<file path="src/rtl/aes_uart_tx_sched_if.sv">
// Handshake bundle between the TX scheduler, its two byte/block sources and the UART transmitter.
interface aes_uart_tx_sched_if;
  logic [7:0]   plain_tdata;
  logic         plain_tvalid;
  logic         plain_tready;
  logic [127:0] enc_tdata;
  logic         enc_tvalid;
  logic         enc_tready;
  logic [7:0]   tx_tdata;
  logic         tx_tvalid;
  logic         tx_tready;
  logic         tx_idle;

  modport master (
    output plain_tdata, plain_tvalid, enc_tdata, enc_tvalid, tx_tready, tx_idle,
    input  plain_tready, enc_tready, tx_tdata, tx_tvalid
  );

  modport slave (
    input  plain_tdata, plain_tvalid, enc_tdata, enc_tvalid, tx_tready, tx_idle,
    output plain_tready, enc_tready, tx_tdata, tx_tvalid
  );
endinterface

</file>
<file path="src/rtl/aes_uart_tx_sched.sv">
// Shares the UART byte transmitter between plaintext bursts and atomic 16-byte ciphertext
// blocks, and produces the TXE/TC/BUSY/ERE status bits.
module aes_uart_tx_sched #(
  parameter int unsigned PLAIN_BURST = 16
) (
  input  logic                      clk,
  input  logic                      rst_n,
  input  logic                      aue_i,
  input  logic                      te_i,
  input  logic                      ee_i,
  input  logic                      tc_clr_i,
  aes_uart_tx_sched_if.slave        bus,
  output logic                      txe_o,
  output logic                      tc_o,
  output logic                      busy_o,
  output logic                      ere_o
);

  typedef enum logic [1:0] {StIdle, StCiph, StPlain} state_e;

  localparam logic [7:0] BurstMax = 8'(PLAIN_BURST);

  state_e       state_q, state_d;
  // Byte 0 of a block goes straight to tx_tdata, so only bytes 1..15 are kept here.
  logic [119:0] shift_q, shift_d;
  logic [3:0]   byte_cnt_q, byte_cnt_d;
  logic [7:0]   burst_cnt_q, burst_cnt_d;
  logic         last_ciph_q, last_ciph_d;
  logic [7:0]   tx_tdata_q, tx_tdata_d;
  logic         tx_tvalid_q, tx_tvalid_d;
  logic         tc_q, tc_d;

  logic req_c, req_p, grant_c, grant_p, tx_fire, plain_rdy, enc_rdy, tc_set;

  always_comb begin
    req_c       = aue_i & te_i & ee_i & bus.enc_tvalid;
    req_p       = aue_i & te_i & bus.plain_tvalid;
    tx_fire     = tx_tvalid_q & bus.tx_tready;
    state_d     = state_q;
    shift_d     = shift_q;
    byte_cnt_d  = byte_cnt_q;
    burst_cnt_d = burst_cnt_q;
    last_ciph_d = last_ciph_q;
    tx_tdata_d  = tx_tdata_q;
    tx_tvalid_d = tx_tvalid_q & ~tx_fire;
    grant_c     = 1'b0;
    grant_p     = 1'b0;
    enc_rdy     = 1'b0;
    plain_rdy   = 1'b0;

    unique case (state_q)
      StIdle: begin
        if (!tx_tvalid_q) begin
          grant_c = req_c & (~req_p | ~last_ciph_q);
          grant_p = req_p & ~grant_c;
          enc_rdy = grant_c;
          if (grant_c) begin
            shift_d     = bus.enc_tdata[119:0];
            tx_tdata_d  = bus.enc_tdata[127:120];
            tx_tvalid_d = 1'b1;
            byte_cnt_d  = 4'd0;
            last_ciph_d = 1'b1;
            state_d     = StCiph;
          end else if (grant_p) begin
            burst_cnt_d = 8'd0;
            last_ciph_d = 1'b0;
            state_d     = StPlain;
          end
        end
      end
      StCiph: begin
        if (tx_fire) begin
          shift_d    = {shift_q[111:0], 8'h00};
          tx_tdata_d = shift_q[119:112];
          byte_cnt_d = byte_cnt_q + 4'd1;
          if (byte_cnt_q == 4'd15) begin
            state_d = StIdle;
          end else begin
            tx_tvalid_d = 1'b1;
          end
        end
      end
      StPlain: begin
        plain_rdy = (~tx_tvalid_q | bus.tx_tready) & aue_i & te_i;
        if (plain_rdy && bus.plain_tvalid) begin
          tx_tdata_d  = bus.plain_tdata;
          tx_tvalid_d = 1'b1;
          burst_cnt_d = burst_cnt_q + 8'd1;
          if (burst_cnt_d == BurstMax) state_d = StIdle;
        end else if (plain_rdy || !te_i) begin
          // Source ran dry, or transmit was disabled: any held byte drains from idle.
          state_d = StIdle;
        end
      end
      default: state_d = StIdle;
    endcase

    if (!aue_i) begin
      state_d     = StIdle;
      tx_tvalid_d = 1'b0;
      byte_cnt_d  = 4'd0;
      burst_cnt_d = 8'd0;
    end

    tc_set = (state_q == StIdle) & ~tx_tvalid_q & bus.tx_idle & ~req_c & ~req_p;
    tc_d   = tc_set | (tc_q & ~tc_clr_i & ~grant_c & ~grant_p);
  end

  always_ff @(posedge clk or negedge rst_n) begin
    if (!rst_n) begin
      state_q     <= StIdle;
      shift_q     <= '0;
      byte_cnt_q  <= '0;
      burst_cnt_q <= '0;
      last_ciph_q <= 1'b0;
      tx_tdata_q  <= '0;
      tx_tvalid_q <= 1'b0;
      tc_q        <= 1'b1;
    end else begin
      state_q     <= state_d;
      shift_q     <= shift_d;
      byte_cnt_q  <= byte_cnt_d;
      burst_cnt_q <= burst_cnt_d;
      last_ciph_q <= last_ciph_d;
      tx_tdata_q  <= tx_tdata_d;
      tx_tvalid_q <= tx_tvalid_d;
      tc_q        <= tc_d;
    end
  end

  assign bus.enc_tready   = enc_rdy;
  assign bus.plain_tready = plain_rdy;
  assign bus.tx_tdata     = tx_tdata_q;
  assign bus.tx_tvalid    = tx_tvalid_q;

  assign txe_o  = ~tx_tvalid_q;
  assign tc_o   = tc_q;
  assign busy_o = (state_q != StIdle) | tx_tvalid_q | ~bus.tx_idle;
  assign ere_o  = aue_i & te_i & ee_i & (state_q == StIdle) & ~tx_tvalid_q;

endmodule

</file>
<file path="src/flat_wrapper.sv">
// flat-port wrapper written by rule: the top's interface ports become plain ports
module aes_uart_tx_sched_flat 
#(
  parameter int unsigned PLAIN_BURST = 16
)
  (clk, rst_n, aue_i, te_i, ee_i, tc_clr_i, txe_o, tc_o, busy_o, ere_o, bus_plain_tdata, bus_plain_tvalid, bus_enc_tdata, bus_enc_tvalid, bus_tx_tready, bus_tx_idle, bus_plain_tready, bus_enc_tready, bus_tx_tdata, bus_tx_tvalid);
  aes_uart_tx_sched_if bus_i ();
  input  logic clk;
  input  logic rst_n;
  input  logic aue_i;
  input  logic te_i;
  input  logic ee_i;
  input  logic tc_clr_i;
  output logic txe_o;
  output logic tc_o;
  output logic busy_o;
  output logic ere_o;
  input wire logic [$bits(bus_i.plain_tdata)-1:0] bus_plain_tdata;
  input wire logic [$bits(bus_i.plain_tvalid)-1:0] bus_plain_tvalid;
  input wire logic [$bits(bus_i.enc_tdata)-1:0] bus_enc_tdata;
  input wire logic [$bits(bus_i.enc_tvalid)-1:0] bus_enc_tvalid;
  input wire logic [$bits(bus_i.tx_tready)-1:0] bus_tx_tready;
  input wire logic [$bits(bus_i.tx_idle)-1:0] bus_tx_idle;
  output wire logic [$bits(bus_i.plain_tready)-1:0] bus_plain_tready;
  output wire logic [$bits(bus_i.enc_tready)-1:0] bus_enc_tready;
  output wire logic [$bits(bus_i.tx_tdata)-1:0] bus_tx_tdata;
  output wire logic [$bits(bus_i.tx_tvalid)-1:0] bus_tx_tvalid;
  assign bus_i.plain_tdata = bus_plain_tdata;
  assign bus_i.plain_tvalid = bus_plain_tvalid;
  assign bus_i.enc_tdata = bus_enc_tdata;
  assign bus_i.enc_tvalid = bus_enc_tvalid;
  assign bus_i.tx_tready = bus_tx_tready;
  assign bus_i.tx_idle = bus_tx_idle;
  assign bus_plain_tready = bus_i.plain_tready;
  assign bus_enc_tready = bus_i.enc_tready;
  assign bus_tx_tdata = bus_i.tx_tdata;
  assign bus_tx_tvalid = bus_i.tx_tvalid;
  aes_uart_tx_sched #(.PLAIN_BURST(PLAIN_BURST)) u_core (.clk(clk), .rst_n(rst_n), .aue_i(aue_i), .te_i(te_i), .ee_i(ee_i), .tc_clr_i(tc_clr_i), .bus(bus_i), .txe_o(txe_o), .tc_o(tc_o), .busy_o(busy_o), .ere_o(ere_o));
endmodule
</file>
<file path="config.mk">
export PLATFORM = sky130hd
export DESIGN_NAME = aes_uart_tx_sched_flat
export DESIGN_NICKNAME = d
export VERILOG_FILES = /design/src/rtl/aes_uart_tx_sched_if.sv /design/src/rtl/aes_uart_tx_sched.sv /design/src/flat_wrapper.sv
export SDC_FILE = /design/constraint.sdc
export NUM_CORES = 1
export LEC_CHECK = 0
export ABC_AREA = 0
export CAP_MARGIN = 20
export CORE_UTILIZATION = 45
export CTS_CLUSTER_DIAMETER = 200
export CTS_CLUSTER_SIZE = 28
export DETAILED_ROUTE_END_ITERATION = 12
export HOLD_SLACK_MARGIN = 0.12
export PLACE_DENSITY = 0.8
export REMOVE_ABC_BUFFERS = 1
export SYNTH_ARGS = -nofsm -noshare
export SYNTH_HDL_FRONTEND = slang
export SYNTH_SLANG_ARGS = --single-unit
</file>
<file path="constraint.sdc">
create_clock -name clk -period 2.6 [get_ports clk]
set_input_delay 0.65 -clock clk [delete_from_list [all_inputs] [get_ports clk]]
set_output_delay 0.65 -clock clk [all_outputs]
set_load 0.005 [all_outputs]
</file>
# --- Word level (Yosys, flattened, before mapping) ---
# Index checks and enable logic that the tools add are counted.
classes:
  addsub: 2
  eq_ne: 20
  muxes: 44
  n_bitwise: 34
  reduce_logical: 14
ops:
  columns: ["cell", "n"]
  rows:
  - ["120-bit two-way mux", 3]
  - ["120-bit case mux with 2 select lines", 1]
  - ["8-bit two-way mux", 9]
  - ["8-bit case mux with 3 select lines", 1]
  - ["1-bit bitwise AND", 19]
  - ["2-bit two-way mux", 9]
  - ["4-bit two-way mux", 4]
  - ["8-bit case mux with 2 select lines", 1]
  - ["3-bit by 2-bit != test with 1-bit output (second input constant)", 5]
  - ["1-bit two-way mux", 13]
  - ["1-bit NOT", 10]
  - ["5-bit AND reduction", 2]
  - ["8-bit by 1-bit adder with 8-bit output (second input constant)", 1]
  - ["8-bit by 5-bit == test with 1-bit output (second input constant)", 1]
  - ["4-bit by 2-bit != test with 1-bit output (second input constant)", 2]
  - ["4-bit case mux with 2 select lines", 1]
  - ["4-bit AND reduction", 2]
  - ["2-bit by 1-bit != test with 1-bit output (second input constant)", 3]
  - ["3-bit by 1-bit != test with 1-bit output (second input constant)", 2]
  - ["3-bit != test (second input constant)", 2]
  - ["2-bit case mux with 3 select lines", 1]
  - ["6-bit AND reduction", 1]
  - ["2-bit nonzero test", 3]
  - ["1-bit OR", 5]
  - ["other kinds (13)", 13]
totals:
  reg_bits: 145
  inputBits: 146
  output_inout_bits: 15
  elab_cells: 122

# --- Depth between registers and ports, before layout ---
logic_depth:
  depth_word: 12
  ltp_mapped: 11
  mapped_depth_nobuf: 7

# --- Worst setup path after synthesis ---
# No wires, ideal clock.
synth_timing:
  path_type: "input -> register"
  from: "input port aue_i"
  to: "register u_core.shift_q[101]"
  setup_ns: 0.132
  arrival_ns: 1.927
  required_time_ns: 2.468
  slack_ns: 0.541
  path_stages: 9
  path_buffers: 4
  cell_sequence: "buf_2 -> nand4_1 -> a2111oi_4 -> nor2_2 -> buf_2 -> buf_6 -> buf_6 -> nand2_1 -> o21ai_1"
synth_via:
  elab_chain_len: 7
  elab_cells_between_ends: 9
  cone_classes: "eq/ne (1); bitwise (7); reduce/logical (1)"
synth_rtl:
  columns: ["element", "line", "rtl"]
  rows:
  - ["from (decl)", "flat_wrapper.sv:10", "input logic aue_i;"]
  - ["1-bit bitwise AND *", "aes_uart_tx_sched.sv:36, aes_uart_tx_sched.sv:37", null]
  - ["1-bit bitwise AND", "aes_uart_tx_sched.sv:37", "req_p = aue_i & te_i & bus.plain_tvalid;"]
  - ["1-bit NOT", "aes_uart_tx_sched.sv:54", "grant_c = req_c & (~req_p | ~last_ciph_q);"]
  - ["1-bit OR", "aes_uart_tx_sched.sv:54", null]
  - ["1-bit bitwise AND *", "aes_uart_tx_sched.sv:54", null]
  - ["2-bit by 1-bit != test with 1-bit output (no line) *", null, null]
  - ["4-bit AND reduction (no line) *", null, null]
  - ["to (signal assigned)", "aes_uart_tx_sched.sv:121", "shift_q <= shift_d;"]
  - ["to (decl)", "aes_uart_tx_sched.sv:25", "logic [119:0] shift_q, shift_d;"]
# Mark *: on every way between the ends. The rest lies on a longest branch, timed or not.
# A chain may end at the register's enable or synchronous reset.

# --- Worst setup path in the final report ---
layout_timing:
  from: "input port ee_i"
  to: "output port bus_enc_tready"
layout_via:
  elab_chain_len: 5
layout_rtl:
  columns: ["element", "line", "rtl"]
  rows:
  - ["from (decl)", "flat_wrapper.sv:12", "input logic ee_i;"]
  - ["1-bit bitwise AND (2 in a row)", "aes_uart_tx_sched.sv:36", "req_c = aue_i & te_i & ee_i & bus.enc_tvalid;"]
  - ["1-bit bitwise AND", "aes_uart_tx_sched.sv:54", null]
  - ["1-bit two-way mux", "aes_uart_tx_sched.sv:53", "if (!tx_tvalid_q) begin"]
  - ["1-bit two-way mux", "aes_uart_tx_sched.sv:51", "unique case (state_q)"]
  - ["to (decl)", "flat_wrapper.sv:25", "output wire logic [$bits(bus_i.enc_tready)-1:0] bus_enc_tready;"]
# Every way passes these cells.

==> results.json <==
{
  "r2r-end": "u_core.byte_cnt_q[2]",
  "cts_buffer_depth": 2,
  "maxCapViolations": 0,
  "cts_tree": "built",
  "fp-row-count": 45,
  "drt_iter0_markers": 269,
  "wire_per_inst_um": 15.2,
  "powerDensity_nw_per_um2": 847,
  "utilization_pct": 63.8,
  "start_kind": "primary input",
  "crit_type": "in -> out",
  "crit_fanout": 2,
  "core_area_um2": 15200,
  "setup-tns-final_ns": 0,
  "grt_pass1_vias": 5518,
  "fin_nets": 1015,
  "ys.flop_type": "dfrtp_1",
  "p_leak_nw": 4.12,
  "crit_chain": "clkdlybuf4s50_1 > nand4_1 > buf_4 > a21oi_2 > nand2_1 > inv_1 > dlygate4sd2_1",
  "drive_above_1_share_pct": 11.3,
  "globalplace.congestion": 0.854,
  "drcViolationCount": 0,
  "dp_slack_ns": -0.157,
  "seq_area_frac_synth_pct": 51.7,
  "post-route-period-util_pct": 99.5,
  "path_clk_slew_ns": 0.06,
  "final_area_um2": 9700,
  "rsz0062_at_grt": "yes",
  "nFillCells": 1271,
  "dr_total_vias": 5566,
  "syn_inst": 688,
  "grt_overflow": 0,
  "dieArea_um2": 16100,
  "hold_class": "in -> async",
  "finalHoldViolations": 0,
  "slew_headroom_pct": 50.7,
  "final.setup_skew_ns": 0.00833,
  "via_per_inst": 5.23,
  "drt-pass1-iter-count": 6,
  "antenna_found_initial": 0,
  "met1_usage_pct": 25.7,
  "placed_area_um2": 8920,
  "rr_worst_depth": 10,
  "wl_um": 16200,
  "fin_hold_ws_ns": 0.173,
  "met3_usage_pct": 7.68,
  "numCtsBuffers": 17,
  "diodes": 0,
  "outcome": "complete, no violations",
  "die_height_um": 127,
  "ir_worst_vdd_mv": 0.497,
  "slowest_stage": "clkdlybuf4s50_1",
  "fmax_ghz": 0.386,
  "dp_hpwl_um": 10600,
  "synth.cell_area_um2": 7020,
  "die_width_um": 127,
  "worst_slew_pin_slew_ns": 0.739,
  "top_usage_layer": "met2",
  "arrival_ns": 1.94,
  "r2r_slack_ns": 0.49,
  "clk_latency_ns": 0.42,
  "r2r-start": "u_core.state_q[1]",
  "total_power_mw": 8.21,
  "h-tree-depth": 4,
  "synth-edff-count": 0,
  "dp.cells": 1018,
  "ys_warn_count": 0,
  "grt_use_met2_pct": 33.2,
  "end_kind": "output port",
  "cts.sinks": 145,
  "slew_viol_final": 0,
  "layout_min_cycle_time_ns": 2.59,
  "setup_ws_ns": 0.0118,
  "gr-usage-all-layers_pct": 20.5,
  "grt_pass1_wl_um": 26000,
  "yosys_register_bits": 145,
  "cp_data_required_time_ns": 1.95,
  "start_util_pct": 46.2,
  "syn_area_per_cell_um2": 10.2,
  "port_buffers": 160,
  "clockRootBuffer": "clkbuf_16",
  "fin_cells": 1064,
  "multi_input_area_um2": 3150,
  "synthToLayoutAreaGrowth_pct": 38.1,
  "async_flop_share_pct": 100,
  "slowest_delay_ns": 0.49,
  "setup_viol": 0,
  "grt_max_degree": 72,
  "io_pins": 161,
  "regArea_um2": 3630,
  "antenna_left": 0,
  "yosys.cell_types.count": 47
}
timing repair:
action,in CTS,in global routing
hold buffers,0,0
setup endpoints to repair,3,107
cloned,0,4
pin swaps,1,4
buffers inserted,8,3
gates resized for setup,6,17
endpoints found under the hold margin,0,0
routing by layer:
metal	share of wire [%]	routed length, um	vias up
met5	0	0	-
met4	0.80	129	0
met3	7.9	1280	13
met2	47	7630	153
met1	44	7120	2625
li1	-	-	2775
Yosys cell counts (all sizes together), types with 5 or more instances:
cell	instances	share of area [%]
a21oi	21	1.5
a22o	11	1.4
a22oi	8	0.86
a31oi	5	0.45
buf	29	2.5
clkbuf	19	1.0
dfrtp	144	51
ha	6	1.1
inv	7	0.37
mux2	10	1.6
mux2i	113	16
nand2	132	7.1
nand3	12	0.93
nor2	17	0.94
o21ai	118	8.4
worst max-delay path, delay by kind of cell:
kind / cells / cell delay (ns)
AOI/OAI and AO/OA: 1 / 0.13
buffers and inverters: 4 / 0.93
and+or+nand+nor: 2 / 0.23
how the worst max path moves through the flow:
stage,start,slack [ns],cells past startpoint,to
2_1_floorplan,u_core.state_q[1],-7.06,5,u_core.shift_q[10]
6_report,ee_i,0.01,7,bus_enc_tready
3_5_place_dp,bus_enc_tvalid,-0.16,6,bus_enc_tready
5_1_grt,ee_i,-0.02,7,bus_enc_tready
3_3_place_gp,bus_enc_tvalid,-0.11,6,bus_enc_tready
4_1_cts,ee_i,-0.05,12,u_core.byte_cnt_q[3]
area by class of cell:
cell class	count	share of cell area (%)
clock buffer	19	4.67
sequential	145	37.4
timing repair buffer	203	21.3
clock inverter	13	1.39
inverter	7	0.271
tap	188	2.42
multi-input combinational	489	32.5
flip-flops by register name, summed over array words and instances (netlist names):
name                  count
u_core.bus.tx_tvalid      1
u_core.shift_q          120
u_core.last_ciph_q        1
u_core.byte_cnt_q         4
u_core.bus.tx_tdata       8
u_core.burst_cnt_q        8
u_core.state_q            2
u_core.tc_o               1
power by group:
part | internal [mW] | switching, mW
clock | 1.46 | 0.947
combinational | 1.14 | 0.957
sequential | 3.19 | 0.520
cell usage in the layout (no fill, tap or decap), drive strengths merged, types with 6 or more instances in the layout:
cell | synthesis | final
inv | 7 | 9
mux2i | 113 | 113
dfrtp | 144 | 144
mux2 | 10 | 10
clkbuf | 19 | 22
a22oi | 8 | 8
clkdlybuf4s50 | 0 | 154
buf | 29 | 41
nor2 | 17 | 18
ha | 6 | 6
nand2 | 132 | 132
a22o | 11 | 11
a21oi | 21 | 21
o21ai | 118 | 118
nand3 | 12 | 12
cell families after synthesis:
kind of cell    share of synthesized area [%]
compound gates                           14.0
simple gates                             11.4
mux                                      17.7
xor+xnor                                0.249
flops                                    51.7
fa+ha+maj                                1.07
buf+inv                                  3.94
Power figures use the tool's default switching activity.
